## src/rtl/sm_seq_multiplier.sv

```systemverilog
// Sequential sign-magnitude multiplier, shift-add, one multiplier bit per cycle.
// Latency: M edges from accept to o_out_valid (EARLY_EXIT=1: 0..M, data dependent).
// Backpressure: result held in DONE until o_out_valid && i_out_ready; no new operands meanwhile.
//
// Ports:
//   i_clk        rising-edge clock
//   i_rst        synchronous, active-high reset
//   i_in_valid   operands i_a / i_b valid
//   o_in_ready   block can accept operands (high only in IDLE)
//   i_a          multiplicand {sign, magnitude}, WIDTH bits
//   i_b          multiplier   {sign, magnitude}, WIDTH bits
//   o_out_valid  o_product / o_zero_flag valid
//   i_out_ready  consumer accepts the result
//   o_product    {sign, 2M-bit magnitude}, M = WIDTH-1
//   o_zero_flag  product magnitude is zero
//
// Operands use the MSB as sign and the remaining M bits as magnitude. The
// magnitude product is accumulated in a 2M-bit register; (2^M-1)^2 always
// fits, so no overflow handling is needed. A zero magnitude always produces a
// positive sign, so the block never emits a negative zero.

module sm_seq_multiplier #(
  parameter int WIDTH      = 8,
  parameter bit EARLY_EXIT = 1'b0
) (
  input  logic                   i_clk,
  input  logic                   i_rst,
  input  logic                   i_in_valid,
  output logic                   o_in_ready,
  input  logic [WIDTH-1:0]       i_a,
  input  logic [WIDTH-1:0]       i_b,
  output logic                   o_out_valid,
  input  logic                   i_out_ready,
  output logic [2*(WIDTH-1):0]   o_product,
  output logic                   o_zero_flag
);

  localparam int M  = WIDTH - 1;
  localparam int PW = 2 * M;
  // Counter only has to reach M-1; M >= 2 keeps this at least one bit.
  localparam int CW = $clog2(M);

  typedef enum logic [1:0] {
    S_IDLE = 2'd0,
    S_CALC = 2'd1,
    S_DONE = 2'd2
  } state_t;

  state_t          r_state;
  logic [M-1:0]    r_mcand;
  logic [M-1:0]    r_mplier;
  logic            r_sign;
  logic [PW-1:0]   r_acc;
  logic [CW-1:0]   r_cnt;
  logic [PW:0]     r_product;
  logic            r_zero_flag;
  logic            r_out_valid;
  logic            r_in_ready;

  logic [PW-1:0]   w_mcand_ext;
  logic [PW-1:0]   w_addend;
  logic [PW-1:0]   w_acc_next;
  logic [M-1:0]    w_mplier_next;
  logic            w_last;
  logic            w_accept;
  logic            w_zero_op;
  logic            w_res_sign;

  assign w_mcand_ext   = {{M{1'b0}}, r_mcand};
  // Partial product for the multiplier bit currently at r_mplier[0].
  assign w_addend      = r_mplier[0] ? (w_mcand_ext << r_cnt) : '0;
  assign w_acc_next    = r_acc + w_addend;
  assign w_mplier_next = r_mplier >> 1;

  // Last CALC step: all M bits consumed, or (early exit) nothing left to add.
  assign w_last = (r_cnt == CW'(M - 1)) ||
                  (EARLY_EXIT && (w_mplier_next == '0));

  assign w_accept   = i_in_valid && r_in_ready;
  assign w_zero_op  = (i_a[M-1:0] == '0) || (i_b[M-1:0] == '0);
  // Sign is suppressed on a zero result so -0 never leaves the block.
  assign w_res_sign = r_sign && (w_acc_next != '0);

  always_ff @(posedge i_clk) begin
    if (i_rst) begin
      r_state     <= S_IDLE;
      r_mcand     <= '0;
      r_mplier    <= '0;
      r_sign      <= 1'b0;
      r_acc       <= '0;
      r_cnt       <= '0;
      r_product   <= '0;
      r_zero_flag <= 1'b0;
      r_out_valid <= 1'b0;
      r_in_ready  <= 1'b1;
    end else begin
      case (r_state)
        S_IDLE: begin
          if (w_accept) begin
            r_mcand    <= i_a[M-1:0];
            r_mplier   <= i_b[M-1:0];
            r_sign     <= i_a[M] ^ i_b[M];
            r_acc      <= '0;
            r_cnt      <= '0;
            r_in_ready <= 1'b0;
            if (EARLY_EXIT && w_zero_op) begin
              // Result is known to be +0 without iterating.
              r_state     <= S_DONE;
              r_product   <= '0;
              r_zero_flag <= 1'b1;
              r_out_valid <= 1'b1;
            end else begin
              r_state <= S_CALC;
            end
          end
        end

        S_CALC: begin
          r_acc    <= w_acc_next;
          r_mplier <= w_mplier_next;
          if (w_last) begin
            r_state     <= S_DONE;
            r_product   <= {w_res_sign, w_acc_next};
            r_zero_flag <= (w_acc_next == '0);
            r_out_valid <= 1'b1;
          end else begin
            r_cnt <= r_cnt + 1'b1;
          end
        end

        S_DONE: begin
          // Product and zero flag stay untouched here, so they are stable
          // under backpressure and keep their value after the handshake.
          if (r_out_valid && i_out_ready) begin
            r_out_valid <= 1'b0;
            r_in_ready  <= 1'b1;
            r_state     <= S_IDLE;
          end
        end

        default: begin
          r_state     <= S_IDLE;
          r_out_valid <= 1'b0;
          r_in_ready  <= 1'b1;
        end
      endcase
    end
  end

  assign o_in_ready  = r_in_ready;
  assign o_out_valid = r_out_valid;
  assign o_product   = r_product;
  assign o_zero_flag = r_zero_flag;

endmodule

```

## config.mk

```make
export PLATFORM = sky130hd
export DESIGN_NAME = sm_seq_multiplier
export DESIGN_NICKNAME = d
export VERILOG_FILES = /design/src/rtl/sm_seq_multiplier.sv
export SDC_FILE = /design/constraint.sdc
export NUM_CORES = 1
export LEC_CHECK = 0
export CORE_UTILIZATION = 25
export DETAILED_ROUTE_END_ITERATION = 10
export PLACE_DENSITY = 0.44
export SYNTH_ARGS = -nofsm -noshare
export SYNTH_HDL_FRONTEND = slang
export SYNTH_SLANG_ARGS = --single-unit
```

## constraint.sdc

```tcl
create_clock -name i_clk -period 3.78 [get_ports i_clk]
set_input_delay 0.756 -clock i_clk [delete_from_list [all_inputs] [get_ports i_clk]]
set_output_delay 0.756 -clock i_clk [all_outputs]
set_load 0.02 [all_outputs]
```

Word-level counts from Yosys, hierarchy flattened. Index checks and enable logic that the tools add are counted.

Output and inout port bits: 18. Logic and storage cells: 55. Input bits: 20. Register bits: 52.

Reductions and logical operators: 14. Equal/unequal tests: 7. Shift operators: 1. Bitwise logic cells: 3. Add/sub/neg operators: 2. Muxes and demuxes: 18.

Operators by type and width (number): 14-bit 2-to-1 mux (2); 14-bit case mux with 2 select lines (1); 14-bit adder (1); 14-bit zero test (1); 7-bit case mux with 2 select lines (1); 14-bit nonzero test (1); 7-bit by 3-bit left shift with 14-bit output (1); 3-bit AND reduction (4); 2-bit inequality test (second input constant) (4); 7-bit 2-to-1 mux (1); 2-bit 2-to-1 mux (3); 3-bit 2-to-1 mux (2); 1-bit case mux with 3 select lines (2); 2-bit case mux with 3 select lines (1); 3-bit case mux with 2 select lines (1); 2-bit AND reduction (3); 1-bit 2-to-1 mux (4); 3-bit by 1-bit adder with 3-bit output (second input constant) (1); 3-bit equality test (second input constant) (1); 1-bit logical AND (3); 2-bit by 1-bit equality test with 1-bit output (second input constant) (1); 2-bit equality test (second input constant) (1); 2-bit zero test (1); 1-bit NOT (2); 2 further kinds (2).

Depth between registers and ports, before layout. Gate-level depths: netlist of the first run.

Word-level depth: 5. Depth in mapped cells: 15.

Worst setup path before layout of the first run. Ideal clock, no wire load.

Path kind: reg2reg. Start: reg r_cnt[0]. End: reg r_product[14], in the netlist o_product[14]. Data required time: 3663 ps. Arrival: 3191 ps. Path slack: 472 ps. Stages on the path, launching flop included: 15. Buffers on the path: 2. Setup time: 117 ps. Cell sequence: dfxtp_1 > clkbuf_1 > clkbuf_1 > nor2_1 > nand2_1 > nor2_1 > ha_1 > inv_1 > fa_1 > xnor2_1 > or3b_1 > or4_1 > a2111oi_0 > and4b_1 > o21ai_1.

Word-level cells in the longest chain between the ends: 5. Elaborated cells on any way between the ends: 7.

RTL lines: start, declared (line 54) `logic [CW-1:0] r_cnt;`; start signal, assigned (line 127) `r_cnt <= r_cnt + 1'b1;`; 7-bit by 3-bit left shift with 14-bit output (line 71) `assign w_addend = r_mplier[0] ? (w_mcand_ext << r_cnt) : '0;`; 14-bit 2-to-1 mux (line 71); 14-bit adder (line 72) `assign w_acc_next = r_acc + w_addend;`; 14-bit nonzero test (line 82) `assign w_res_sign = r_sign && (w_acc_next != '0);`; 1-bit logical AND (line 82); end signal, assigned (line 123) `r_product <= {w_res_sign, w_acc_next};`; end, declared (line 55) `logic [PW:0] r_product;`.

Several ways; a longest one is shown, not always the timed one. A chain may end at the register's enable or synchronous reset.

Final worst setup path of the first run. Same ends and word-level chain as after synthesis.

==> results of run 1 <==
[where the power goes]
group          switching (mW)  total (mW)  internal, mW
sequential             0.0173       0.584         0.566
clock                   0.198       0.463         0.265
combinational          0.0870       0.153        0.0660
[worst register-to-register path, stage by stage (launching register included)]
cell and delay (ps):
dfxtp_1 570, mux2i_1 150, or3_1 380, fa_1 460, xnor2_1 190, or3b_1 380
or4_1 520, a2111oi_0 360, and4b_1 280, o21ai_1 80
[repair_timing]
action                                  in CTS  in global routing
gates resized for setup                      0                  1
hold buffers                                 0                  0
endpoints found under the setup margin       0                  2
[worst max path at each step]
stage / from / end / slack, ps / cells past startpoint
after floorplan: r_cnt[0] / o_product[14] / 470 / 14
after global placement: r_cnt[1] / o_zero_flag / 270 / 10
after detailed placement: r_cnt[1] / o_zero_flag / 250 / 10
after CTS: r_cnt[1] / o_product[14] / 220 / 13
after global routing: r_cnt[0] / o_product[14] / 100 / 12
final: r_cnt[0] / o_product[14] / 300 / 9
[layout make-up]
cell class | count | area (µm²)
Multi-Input combinational cell | 309 | 1800
Tap cell | 143 | 179
Sequential cell | 52 | 1040
Clock buffer | 8 | 146
Fill cell | 1242 | 7810
Inverter | 7 | 26.3
Timing Repair Buffer | 49 | 455
[synthesized netlist by cell type, types with 7 or more instances]
cell and number:
xnor2_1 8, o21ai_0 8, mux2i_1 7, nor2b_1 7
ha_1 15, a21oi_1 52, clkbuf_1 20, dfxtp_1 52
inv_1 7, nand2_1 80, nand3_1 18, nor2_1 41
[routing by layer]
layer | vias to the layer above | routed length [µm] | track usage
met4 | 0 | 99 | 0.0436
met1 | 1257 | 4050 | 0.190
met2 | 52 | 3550 | 0.205
met5 | - | 0 | 0
li1 | 1431 | - | -
met3 | 6 | 283 | 0.0274
[kinds of logic after synthesis]
kind of cell	count (synthesis)	share of synthesized area
simple gates	173	0.263
compound gates	100	0.212
flops	52	0.353
buf+inv	29	0.0369
fa+ha+maj	16	0.0704
xor+xnor	10	0.0297
mux	10	0.0352
[sequential cells by signal, indices dropped and copies added, names as in the netlist]
name         count
o_zero_flag      1
r_state          2
r_cnt            3
r_acc           14
r_mcand          7
r_mplier         7
o_product       15
o_in_ready       1
r_sign           1
o_out_valid      1
==> results by group, run 1 <==
STA
  • Setup Total Neg Slack: 0 ps
  • Final setup viols: 0
  • Tcrit/Tclk final: 0.920
  • Hold Fails Final Rpt: 0
  • Worst-Margin Slew: 1000 ps
  • Final worst path period need: 3480 ps
  • RSZ-0062 raised after global routing: false
  • Slew Limit Headroom: 0.331
  • WHS: 457 ps
  • Slew Viols, Final: 0
  • Clk_skew: 5.59 ps
  • Worst setup margin: 301 ps
  • Fmax: 287 MHz

Placed design
  • Cell total after placement: 560
  • Port Buffer Count: 37
  • Worst slack at placement: 254 ps
  • Routability Congestion: 0.814
  • Dpl cell area: 0.00351 mm²
  • DP HPWL: 5.74 mm

CTS
  • H-tree levels: 2
  • Setup bufs post-CTS: 0
  • Clk sinks: 52
  • Worst skew pair latency: 290 ps
  • Clock Tree Buf Depth: 2
  • Root Buffer: clkbuf_16
  • Reg clk slew, reported paths: 70 ps
  • CTS tree: yes
  • Total CTS buffers: 5

Critical path
  • Worst setup EP type: flop
  • CP cell instances: mux2i_1 > or3_1 > fa_1 > xnor2_1 > or3b_1 > or4_1 > a2111oi_0 > and4b_1 > o21ai_1
  • Startpoint Class: flop
  • Number of cells on the worst reg-to-reg path: 9
  • Slowest stage delay, CP: 570 ps
  • Crit Path Category: reg2reg
  • FF-to-FF Start: r_cnt[0]
  • CP arrival: 3660 ps
  • WP data required: 3960 ps
  • Top delay family on crit path: simple AND/OR/NAND/NOR gates
  • WP buf/inv: 0
  • Crit path max fanout: 12
  • CP max-delay cell: dfxtp_1
  • Critical R2R Capture: o_product[14]
  • Reg2Reg Setup Slack: 300 ps

Final layout
  • Commonest non-fill, non-tap cell in the layout: nand2_1
  • Antenna Cells: 0
  • Most frequent cells in the layout: nand2_1 (80), a21oi_1 (52), dfxtp_1 (51)
  • Util after Layout: 0.319
  • Share of cells above drive strength 1: 0.0612
  • P&R area growth vs syn: 23.9%
  • Post-layout instance area: 0.00365 mm²
  • Fin nets: 460
  • Fin cells: 568

Floorplanning
  • Core ar.: 0.0115 mm²
  • Die W: 111 µm
  • Die height: 111 µm
  • FP Rows: 39
  • Initial core utilization: 0.257
  • Full die area: 0.0122 mm²
  • Top Ports: 38

Power
  • Total power: 1.20 mW
  • Pwr/cell area: 328 mW/mm²
  • Leakage: 1.35 nW
  • VDD IR max: 0.157 mV

Run
  • Max_cap viols: 0

Yosys
  • Avg Inst Size Synth: 7.56 µm²
  • Synthesized cell area: 0.00295 mm²
  • Synth area leaders: dfxtp_1 (35%), nand2_1 (10%), a21oi_1 (8.8%)
  • Register area share after synthesis: 0.353
  • Ys async rst share: 0
  • Post-synth top area share: 0.353
  • EDFF count, synth: 0
  • Primary FF master, synth: dfxtp_1
  • YS warnings: 0
  • Netlist cell types: 51
  • Synth area leader: dfxtp_1
  • Syn Inst Count: 390
  • Mapped Nets: 426
  • Yosys reg bits: 52

Global routing
  • Total track usage: 0.135
  • Vias in the first global route: 2,634
  • First-pass GRT wire length: 13.4 mm
  • Largest net degree at the start of global routing: 55
  • Grt total ovfl: 0
  • Initial antenna violation count: 0

Detailed routing
  • DRT antenna net count: 0
  • DR iter-0 viols: 123
  • Vias: 2,746
  • Drt first pass iters: 4
  • Drt drc: 0
  • Routed WL: 7.98 mm
  • Routed length per instance: 14.1 µm
  • Via density: 4.83

Hold path
  • Hold EP: o_product[11]
  • Worst Hold Class: reg2reg
  • Hold depth: 2
  • Min-delay src: o_product[11]

Outcome
  • Status: finished, final reports clean
Note: power is estimated with default switching activity, not from simulation.
==> inputs of run 2 (changes only) <==
--- a/config.mk
+++ b/config.mk
@@ -5,8 +5,10 @@
 export SDC_FILE = /design/constraint.sdc
 export NUM_CORES = 1
 export LEC_CHECK = 0
+export CORE_ASPECT_RATIO = 0.7
 export CORE_UTILIZATION = 25
 export DETAILED_ROUTE_END_ITERATION = 10
+export HOLD_SLACK_MARGIN = 0.15
 export PLACE_DENSITY = 0.44
 export SYNTH_ARGS = -nofsm -noshare
 export SYNTH_HDL_FRONTEND = slang
==> run 2 against run 1 <==
Power increased by 0.47%. Worst setup slack got worse by 17 ps. Final cell count rose by 1.9%. Sequential power is essentially flat. First-iteration DRC count increased by 58%. Worst hold slack improved by 1.2 ps. Via count increased by 1.3%. Critical path type unchanged. Largest cell class unchanged. Highest routed layer unchanged.
==> results by group, run 2 (synthesized netlist as in run 1, its figures left out) <==
Outcome
  • Status: finished, final reports clean

Placed design
  • DP HPWL: 6.15 mm
  • Worst slack at placement: 165 ps
  • Routability Congestion: 0.861
  • Port Buffer Count: 37

CTS
  • Clk sinks: 52
  • Root Buffer: clkbuf_16
  • Setup bufs post-CTS: 0
  • H-tree levels: 2
  • Clock Tree Buf Depth: 2
  • Total CTS buffers: 5
  • Reg clk slew, reported paths: 70 ps
  • CTS tree: yes
  • Worst skew pair latency: 290 ps

Final layout
  • Fin nets: 461
  • Share of cells above drive strength 1: 0.0657
  • Commonest non-fill, non-tap cell in the layout: nand2_1
  • Most frequent cells in the layout: nand2_1 (80), a21oi_1 (52), dfxtp_1 (51)
  • Fillers: 1,201
  • P&R area growth vs syn: 24.7%
  • Antenna Cells: 0
  • Largest register FFs: 15

Critical path
  • Startpoint Class: flop
  • Crit-path most repeated cell: a21oi_1
  • CP arrival: 3680 ps
  • CP startpoint: r_cnt[1]
  • Worst setup EP type: flop
  • CP max-delay cell: dfxtp_2
  • Reg2Reg Setup Slack: 280 ps
  • CP cell instances: mux2_2 > nor2_1 > a21oi_1 > o211a_1 > ha_1 > a21oi_1 > nand2_1 > o21a_1 > o311ai_1 > buf_4 > nor3_1 > and4b_1 > a21o_1
  • Number of cells on the worst reg-to-reg path: 13
  • WP data required: 3970 ps
  • Slowest stage delay, CP: 510 ps
  • Crit Path Category: reg2reg
  • FF-to-FF Start: r_cnt[1]
  • Crit path max fanout: 15
  • Critical R2R Capture: o_zero_flag

Global routing
  • Grt total ovfl: 0
  • Total track usage: 0.146
  • Largest net degree at the start of global routing: 55
  • Vias in the first global route: 2,661
  • Initial antenna violation count: 0
  • First-pass GRT wire length: 14.1 mm

Detailed routing
  • Drt first pass iters: 4
  • Routed WL: 8.52 mm
  • Routed length per instance: 14.7 µm
  • Drt drc: 0
  • DRT antenna net count: 0
  • Top Layer Used: met4
  • Wl on met1: 4.87 mm
  • DR iter-0 viols: 194
  • WL met2: 3.18 mm
  • Via density: 4.80
  • Vias: 2,781
  • Metal3 WL: 416 µm

Hold path
  • Min-delay src: o_product[7]
  • Hold depth: 2
  • Hold EP: o_product[7]
  • Worst Hold Class: reg2reg

STA
  • Clk_skew: 5.75 ps
  • Worst setup margin: 284 ps
  • Final worst path period need: 3500 ps
  • Slew Viols, Final: 0
  • RSZ-0062 raised after global routing: false
  • Tcrit/Tclk final: 0.925
  • Final setup viols: 0
  • Fmax: 286 MHz
  • Slew Limit Headroom: 0.311
  • Setup Total Neg Slack: 0 ps
  • Hold Fails Final Rpt: 0
  • Worst-Margin Slew: 1030 ps

Floorplanning
  • Full die area: 0.0122 mm²
  • Top Ports: 38
  • Die height: 92.9 µm
  • Core ar.: 0.0113 mm²
  • FP Rows: 32
  • Initial core utilization: 0.262
  • Die W: 132 µm

Power
  • Leakage: 1.35 nW
  • VDD IR max: 0.148 mV
  • Pwr/cell area: 328 mW/mm²

Run
  • Max_cap viols: 0
[run 2: power by group]
group          switching, mW  internal, mW  total (mW)
registers             0.0156         0.566       0.582
clock network          0.201         0.264       0.465
logic                 0.0922        0.0659       0.158
[run 2: layout make-up]
cell class / count / area (µm²) / area share
Clock buffer: 7 / 143 / 0.0388
Clock inverter: 1 / 7.51 / 0.00204
Inverter: 7 / 26.3 / 0.00715
Multi-Input combinational cell: 309 / 1800 / 0.491
Sequential cell: 52 / 1040 / 0.283
Tap cell: 153 / 191 / 0.0521
Timing Repair Buffer: 50 / 463 / 0.126
[run 2: what timing repair did]
item / in CTS / in global routing
hold buffers: 0 / 0
gates resized for setup: 0 / 1
setup endpoints to repair: 0 / 2
[run 2: metal layers]
| metal | up-vias | global-route usage |
|---|---|---|
| li1 | 1434 | - |
| met4 | 0 | 0.0291 |
| met3 | 5 | 0.0372 |
| met1 | 1279 | 0.233 |
| met5 | - | 0 |
| met2 | 63 | 0.186 |
[run 2: worst max-delay path, delay by kind of cell (launching register included)]
family	cells	cell delay, ps
buf+inv	1	200
simple gates	4	510
flops	1	510
compound gates	6	1440
mux	1	390
fa+ha+maj	1	340
[run 2: how the worst max path moves through the flow]
stage	endpoint	cells after the start	slack, ps
detailed placement	o_product[14]	13	160
global route	o_product[14]	13	60
finish	o_zero_flag	13	280
CTS	o_zero_flag	13	160
global placement	o_zero_flag	10	210
floorplan	o_product[14]	14	470
[run 2: stage by stage]
stage	utilization	cell area, µm²	instances	hold WS (ps)	power [mW]
floorplan	-	2950	390	445	0.691
global placement	0.313	3530	571	448	0.752
detailed placement	0.313	3530	571	450	0.753
CTS	0.327	3680	579	463	1.23
global route	0.327	3680	579	476	1.27
finish	0.327	3680	579	458	1.20
==> inputs of run 3 (changes only) <==
--- a/config.mk
+++ b/config.mk
@@ -10,6 +10,8 @@
 export DETAILED_ROUTE_END_ITERATION = 10
 export HOLD_SLACK_MARGIN = 0.15
 export PLACE_DENSITY = 0.44
+export REMOVE_ABC_BUFFERS = 1
+export SLEW_MARGIN = 5
 export SYNTH_ARGS = -nofsm -noshare
 export SYNTH_HDL_FRONTEND = slang
 export SYNTH_SLANG_ARGS = --single-unit
==> run 3 against run 2 <==
Clock power rose by 1%. Maximum frequency rose by 1.2%. Power rose by 0.41%. Register-to-register slack improved by 40 ps.
==> results by group, run 3 (synthesized netlist as in run 1, its figures left out) <==
Critical path
  • FF-to-FF Start: r_cnt[1]
  • Reg2Reg Setup Slack: 330 ps
  • Worst setup EP type: flop
  • Crit Path Category: reg2reg
  • CP startpoint: r_cnt[1]
  • Startpoint Class: flop
  • Number of cells on the worst reg-to-reg path: 12
  • Crit path max fanout: 15
  • CP arrival: 3650 ps
  • WP data required: 3980 ps
  • CP endpoint: o_zero_flag
  • Critical R2R Capture: o_zero_flag

Run
  • Max_cap viols: 0

Detailed routing
  • Via density: 4.69
  • DR iter-0 viols: 142
  • Vias: 2,701
  • Routed length per instance: 14.4 µm
  • Drt first pass iters: 4
  • Drt drc: 0
  • DRT antenna net count: 0
  • Routed WL: 8.28 mm

Power
  • Total power: 1.21 mW
  • Leakage: 1.35 nW
  • VDD IR max: 0.136 mV
  • Pwr/cell area: 330 mW/mm²

Final layout
  • Largest register FFs: 15
  • Util after Layout: 0.326
  • Fillers: 1,200
  • Most frequent cells in the layout: nand2_1 (80), a21oi_1 (52), dfxtp_1 (50)
  • Share of cells above drive strength 1: 0.0638
  • Antenna Cells: 0
  • Fin nets: 459
  • Fin cells: 576
  • Commonest non-fill, non-tap cell in the layout: nand2_1
  • P&R area growth vs syn: 24.2%

Global routing
  • First-pass GRT wire length: 13.6 mm
  • Largest net degree at the start of global routing: 55
  • Grt total ovfl: 0
  • Total track usage: 0.143
  • Initial antenna violation count: 0
  • Vias in the first global route: 2,608

Placed design
  • Cell total after placement: 569
  • DP HPWL: 5.79 mm
  • Port Buffer Count: 37
  • Routability Congestion: 0.836

CTS
  • Cts hold-fix bufs: 0
  • Reg clk slew, reported paths: 70 ps
  • Root Buffer: clkbuf_16
  • Clock Tree Buf Depth: 2
  • Setup bufs post-CTS: 0
  • Total CTS buffers: 5
  • CTS tree: yes
  • H-tree levels: 2
  • Worst skew pair latency: 300 ps
  • Clk sinks: 52

Floorplanning
  • Top Ports: 38
  • Core ar.: 0.0113 mm²
  • FP Rows: 32
  • Die height: 92.9 µm
  • Full die area: 0.0122 mm²
  • Initial core utilization: 0.262
  • Die W: 132 µm

STA
  • Hold Fails Final Rpt: 0
  • Tcrit/Tclk final: 0.914
  • Setup Total Neg Slack: 0 ps
  • Slew Limit Headroom: 0.322
  • Worst-Margin Slew: 1020 ps
  • RSZ-0062 raised after global routing: false
  • Fmax: 289 MHz
  • Final worst path period need: 3450 ps
  • Slew Viols, Final: 0
  • Clk_skew: 6.62 ps
  • Final setup viols: 0

Outcome
  • Status: finished, final reports clean

Hold path
  • Worst Hold Class: reg2reg
run 3: changes by cell type in the layout (fill, tap and decap cells not counted):
cell,delta
a2111oi_1,+1
dfxtp_2,+1
clkinvlp_4,-1
clkbuf_1,-1
a2111oi_0,-1
buf_4,-2
clkinv_4,+1
dfxtp_1,-1
run 3: per-layer routing:
metal	vias to the layer above	GRT usage	wire (µm)
met5	-	0	0
met4	0	0.0320	60
met3	7	0.0323	415
met2	57	0.197	3000
met1	1209	0.219	4800
li1	1428	-	-
run 3: repair_timing:
item                                   4_1_cts  5_1_grt
setup endpoints to repair                    0        2
endpoints found under the hold margin        0        0
resized for setup                            0        3
run 3: worst max-delay path, stage by stage (launching register included):
cell and delay [ps]:
dfxtp_2 520, mux2_2 390, nor2_1 80, a21oi_1 60
o211a_1 260, ha_1 350, a21oi_1 330, a2bb2oi_1 240
o21ai_1 140, o41ai_1 330, xnor2_1 230, and4b_1 260
a21o_1 160
run 3: power by group:
part	switching (mW)	total [mW]	internal, mW
logic	0.0895	0.155	0.0652
registers	0.0186	0.585	0.566
clock network	0.209	0.470	0.262
run 3: metrics by stage:
stage	instance area [µm²]	hold WS [ps]	worst slack, ps
finish	3660	456	325
detailed placement	3510	446	107
global placement	3510	445	183
CTS	3660	459	117
floorplan	2870	439	558
global route	3660	487	39.1
run 3: worst min path at each step:
stage / from / end / depth (start not counted)
3_5_place_dp: o_product[3] / o_product[3] / 2
3_3_place_gp: o_product[12] / o_product[12] / 2
2_1_floorplan: r_mcand[4] / r_mcand[4] / 2
6_report: o_product[9] / o_product[9] / 2
4_1_cts: o_product[11] / o_product[11] / 2
5_1_grt: o_product[7] / o_product[7] / 2
run 3: cell type report:
class                   instances  area [µm²]  area share
well taps                     153         191      0.0523
flip-flops and latches         52        1040       0.285
repair buffers                 48         448       0.122
multi-input cells             309        1810       0.493
clock buffers                   6         139      0.0379
clock inverters                 1        8.76     0.00239
inverters                       7        26.3     0.00717
